--- src/rtl/sprite_addr_cal.sv ---
// Per-pixel sprite ROM address generator with a one-cycle registered inside test and linear address.
// Optional horizontal mirroring is enabled by defining ADDR_CAL_HFLIP_EN.
module sprite_addr_cal #(
    parameter int ADDR_W  = 16,
    parameter int COORD_W = 10
) (
    input  logic              clk,
    input  logic              reset,
    input  logic [79:0]       pattern_info,
    input  logic [31:0]       sprite_info,
    input  logic [COORD_W-1:0] hcount,
    input  logic [COORD_W-1:0] vcount,
    output logic [ADDR_W-1:0] addr_output,
    output logic              valid
);

    localparam int PAD = ADDR_W - COORD_W;

    logic [ADDR_W-1:0]  pat_height;
    logic [ADDR_W-1:0]  pat_width;
    logic [ADDR_W-1:0]  pat_base;
    logic [COORD_W-1:0] spr_x;
    logic [COORD_W-1:0] spr_y;
    logic               spr_hflip;

    logic               h_ge_p0;
    logic               v_ge_p0;
    logic [COORD_W-1:0] col_p0;
    logic [COORD_W-1:0] row_p0;
    logic [ADDR_W-1:0]  col_ext_p0;
    logic [ADDR_W-1:0]  row_ext_p0;
    logic [ADDR_W-1:0]  col_eff_p0;
    logic               inside_p0;
    logic [ADDR_W-1:0]  addr_p0;

    assign pat_height = pattern_info[0 +: ADDR_W];
    assign pat_width  = pattern_info[16 +: ADDR_W];
    assign pat_base   = pattern_info[32 +: ADDR_W];
    assign spr_y      = sprite_info[0 +: COORD_W];
    assign spr_x      = sprite_info[10 +: COORD_W];

`ifdef ADDR_CAL_HFLIP_EN
    assign spr_hflip = sprite_info[31];
    logic unused_bits;
    assign unused_bits = ^{pattern_info[79:48], sprite_info[30:20]};
`else
    assign spr_hflip = 1'b0;
    logic unused_bits;
    assign unused_bits = ^{pattern_info[79:48], sprite_info[31:20]};
`endif

    // Linear address; product and sum deliberately wrap modulo 2^ADDR_W.
    function automatic logic [ADDR_W-1:0] rom_addr(
        input logic [ADDR_W-1:0] base,
        input logic [ADDR_W-1:0] row,
        input logic [ADDR_W-1:0] width,
        input logic [ADDR_W-1:0] col
    );
        logic [ADDR_W-1:0] prod;
        prod = row * width;
        return base + prod + col;
    endfunction

    // p0: inside test and address formation from the current inputs
    always_comb begin
        h_ge_p0    = hcount >= spr_x;
        v_ge_p0    = vcount >= spr_y;
        col_p0     = hcount - spr_x;
        row_p0     = vcount - spr_y;
        col_ext_p0 = {{PAD{1'b0}}, col_p0};
        row_ext_p0 = {{PAD{1'b0}}, row_p0};
        // The >= terms gate the differences, so a sprite hanging off the right edge never wraps.
        inside_p0  = h_ge_p0 && v_ge_p0 && (col_ext_p0 < pat_width) && (row_ext_p0 < pat_height);
        col_eff_p0 = spr_hflip ? (pat_width - {{(ADDR_W-1){1'b0}}, 1'b1} - col_ext_p0) : col_ext_p0;
        addr_p0    = '0;
        if (inside_p0)
            addr_p0 = rom_addr(pat_base, row_ext_p0, pat_width, col_eff_p0);
    end

    // p1: registered outputs
    always_ff @(posedge clk) begin
        if (reset) begin
            valid       <= 1'b0;
            addr_output <= '0;
        end else begin
            valid       <= inside_p0;
            addr_output <= addr_p0;
        end
    end

endmodule

--- config.mk ---
export PLATFORM = sky130hd
export DESIGN_NAME = sprite_addr_cal
export DESIGN_NICKNAME = d
export VERILOG_FILES = /design/src/rtl/sprite_addr_cal.sv
export SDC_FILE = /design/constraint.sdc
export NUM_CORES = 1
export LEC_CHECK = 0
export CAP_MARGIN = 20
export CORE_UTILIZATION = 45
export CTS_CLUSTER_DIAMETER = 60
export DETAILED_ROUTE_END_ITERATION = 8
export GPL_TIMING_DRIVEN = 0
export PLACE_DENSITY = 0.81
export SYNTH_ARGS = -nofsm -noshare
export SYNTH_HDL_FRONTEND = slang
export SYNTH_SLANG_ARGS = --single-unit
--- constraint.sdc ---
create_clock -name clk -period 7.2 [get_ports clk]
set_clock_uncertainty 0.05 [all_clocks]
set_input_delay 0.72 -clock clk [delete_from_list [all_inputs] [get_ports clk]]
set_output_delay 0.72 -clock clk [all_outputs]
set_load 0.01 [all_outputs]
==> flow_summary.toml <==
[status]
status = "finished clean"

[synth]
synth_cell_types = 45
async_flop_share = 0
synth_top_area_cell = "fa_1"
ys_top_cells_by_area = "fa_1, ha_1, inv_1"
syn_nets = 1012
seq_area_frac_synth = 0.05798
yosysWarnings = 0
netlist_area_um2 = 5869
yosys.area.top_type_share = 0.3274
synth-seq-cells = 17
synth-edff-count = 0
ys.flop_type = "dfxtp_1"
syn_avg_cell_area_um2 = 8.290
postSynthCellCount = 708

[global_routing]
grtUsageTotal = 0.2288
grt_pass1_wl_mm = 24.26
grt_max_degree = 11
antenna_found_initial = 0
globalRouteOverflowTotal = 0
grt_pass1_vias = 5464

[route]
routed_wl_mm = 13.96
detail_route.drc_violations = 0
vias_per_cell = 5.043
first_pass_iters = 5
wl_per_cell_um = 13.85
num_vias = 5083
drtAntennaViolNets = 0
drtIter0Drc = 225

[critical_path]
startpoint_type = "primary input"
critPathTopFamily = "adder cells"
end_kind = "register"
crit_required_ps = 7270
max_stage_delay_ps = 580
cp.arrival_ps = 7120
slowest_stage = "fa_1"
critical_path_class = "primary input to register"
path_buf_inv = 2
path_max_fanout = 10
startpoint = "vcount[1]"
crit_top_cell = "fa_1"
cp_cell_sequence = "clkdlybuf4s50_1 > ha_4 > nor2b_2 > o31ai_1 > xnor2_2 > clkbuf_2 > nand2_1 > fa_1 > fa_1 > fa_1 > fa_1 > fa_2 > xor2_2 > xnor2_1 > xnor2_1 > xnor2_1 > xnor3_1 > xnor3_1 > xor3_2 > xnor2_2 > nor2_1"

[clock_network]
clock_path_buffers = 2
cts_sinks = 17
numCtsBuffers = 3
path_clk_slew_ps = 50
holdBufCountCts = 0
h-tree-depth = 1
root_buffer = "clkbuf_16"
cts_tree = "yes"

[layout]
fill_cells = 1106
drive_above_1_share = 0.07775
area_growth_pct = 29.16
final_util = 0.5983
fin_nets = 1141
antennaDiodeCount = 0
final-seq-area_um2 = 340.3
multi_input_area_um2 = 4946
final_common_cell = "inv_1"
final_cell_mix = "inv_1, clkdlybuf4s50_1, fa_1"

[place]
io_buffers = 105
gp_congestion = 0.8983
hpwl_mm = 11.53

[timing]
slew_viol_final = 0
finalCritPeriodShare = 0.9793
fmax_mhz = 141.8
timing.hold.ws_ps = 1156
tightestPinTransition_ps = 562.4
hold_viol = 0
max_slew_margin = 0.6251
setup_viol = 0
period_minus_slack_ps = 7051

[hold_path]
min-delay-start = "pattern_info[32]"
holdCritPathClass = "primary input to register"

[floorplanning]
initial_core_util = 0.4632
core_um2 = 12670
num_rows = 41
dieArea_um2 = 13500
die_y_um = 116.2
die_w_um = 116.2
num_io_pins = 151

[run]
drv_cap = 0
state kept, by name, indices dropped and copies added, names as in the netlist:
name and flops:
valid 1, addr_output 16
layout make-up:
class	count	share of cell area
Multi-Input combinational cell	485	0.6524
Buffer	17	0.01139
Timing Repair Buffer	127	0.1604
Tap cell	172	0.02839
Sequential cell	17	0.04489
Clock buffer	4	0.01040
Inverter	186	0.09209
per-layer routing:
layer  wire [um]  vias to the layer above  track usage
li1            -                     2424            -
met1        5448                     2444       0.2706
met2        7221                      177       0.4183
met3         799                       38      0.03529
met4         494                        0      0.08462
met5           0                        -            0
stage by stage:
step / worst slack, ps / instance area [um2] / setup TNS (ps) / std cells
after global placement: -1144 / 7136 / -1903 / 985
after floorplan: 90.02 / 5869 / 0 / 708
after detailed placement: -1142 / 7136 / -2190 / 985
after CTS: 8.619 / 7390 / 0 / 1001
final: 149.3 / 7581 / 0 / 1008
after global routing: -59.80 / 7581 / -59.80 / 1008
repair_timing:
| action | CTS | global route |
|---|---|---|
| setup buffers | 12 | 10 |
| resized for setup | 20 | 32 |
| setup endpoints to repair | 3 | 4 |
| pin swaps | 11 | 33 |
| cloned | 0 | 0 |
cell families after synthesis:
logic type / synth area share
xor+xnor: 0.06608
mux: 0.001918
compound gates: 0.08314
simple gates: 0.1740
fa+ha+maj: 0.4852
flops: 0.05798
buf+inv: 0.1317
synthesized netlist by cell type (3+ instances only):
master / count
xnor3_1: 3
o21ai_0: 14
nor3_1: 8
o211ai_1: 3
nand4_1: 6
dfxtp_1: 17
a211oi_1: 5
inv_1: 186
nor4_1: 3
o41ai_1: 4
nor2b_1: 17
and2_1: 40
o2111ai_1: 4
xor2_1: 8
fa_1: 96
a21o_1: 7
nand3_1: 4
ha_1: 74
nor2_1: 36
nand2b_1: 12
a21oi_1: 14
clkbuf_1: 20
a21boi_0: 5
nand2_1: 70
xnor2_1: 24
path summary, 6_finish.rpt:
path	to	depth (start not counted)	slack, ps
setup / recovery	addr_output[15]	21	150
hold / removal	addr_output[0]	4	1160
worst min-delay path: stages:
cell and delay [ps]:
clkdlybuf4s50_1 400, inv_1 80, fa_1 160, nor2_1 40
Power is left out: the tool's default activity adds up to more than one toggle a clock period on the data nets, which glitch-free logic cannot reach.
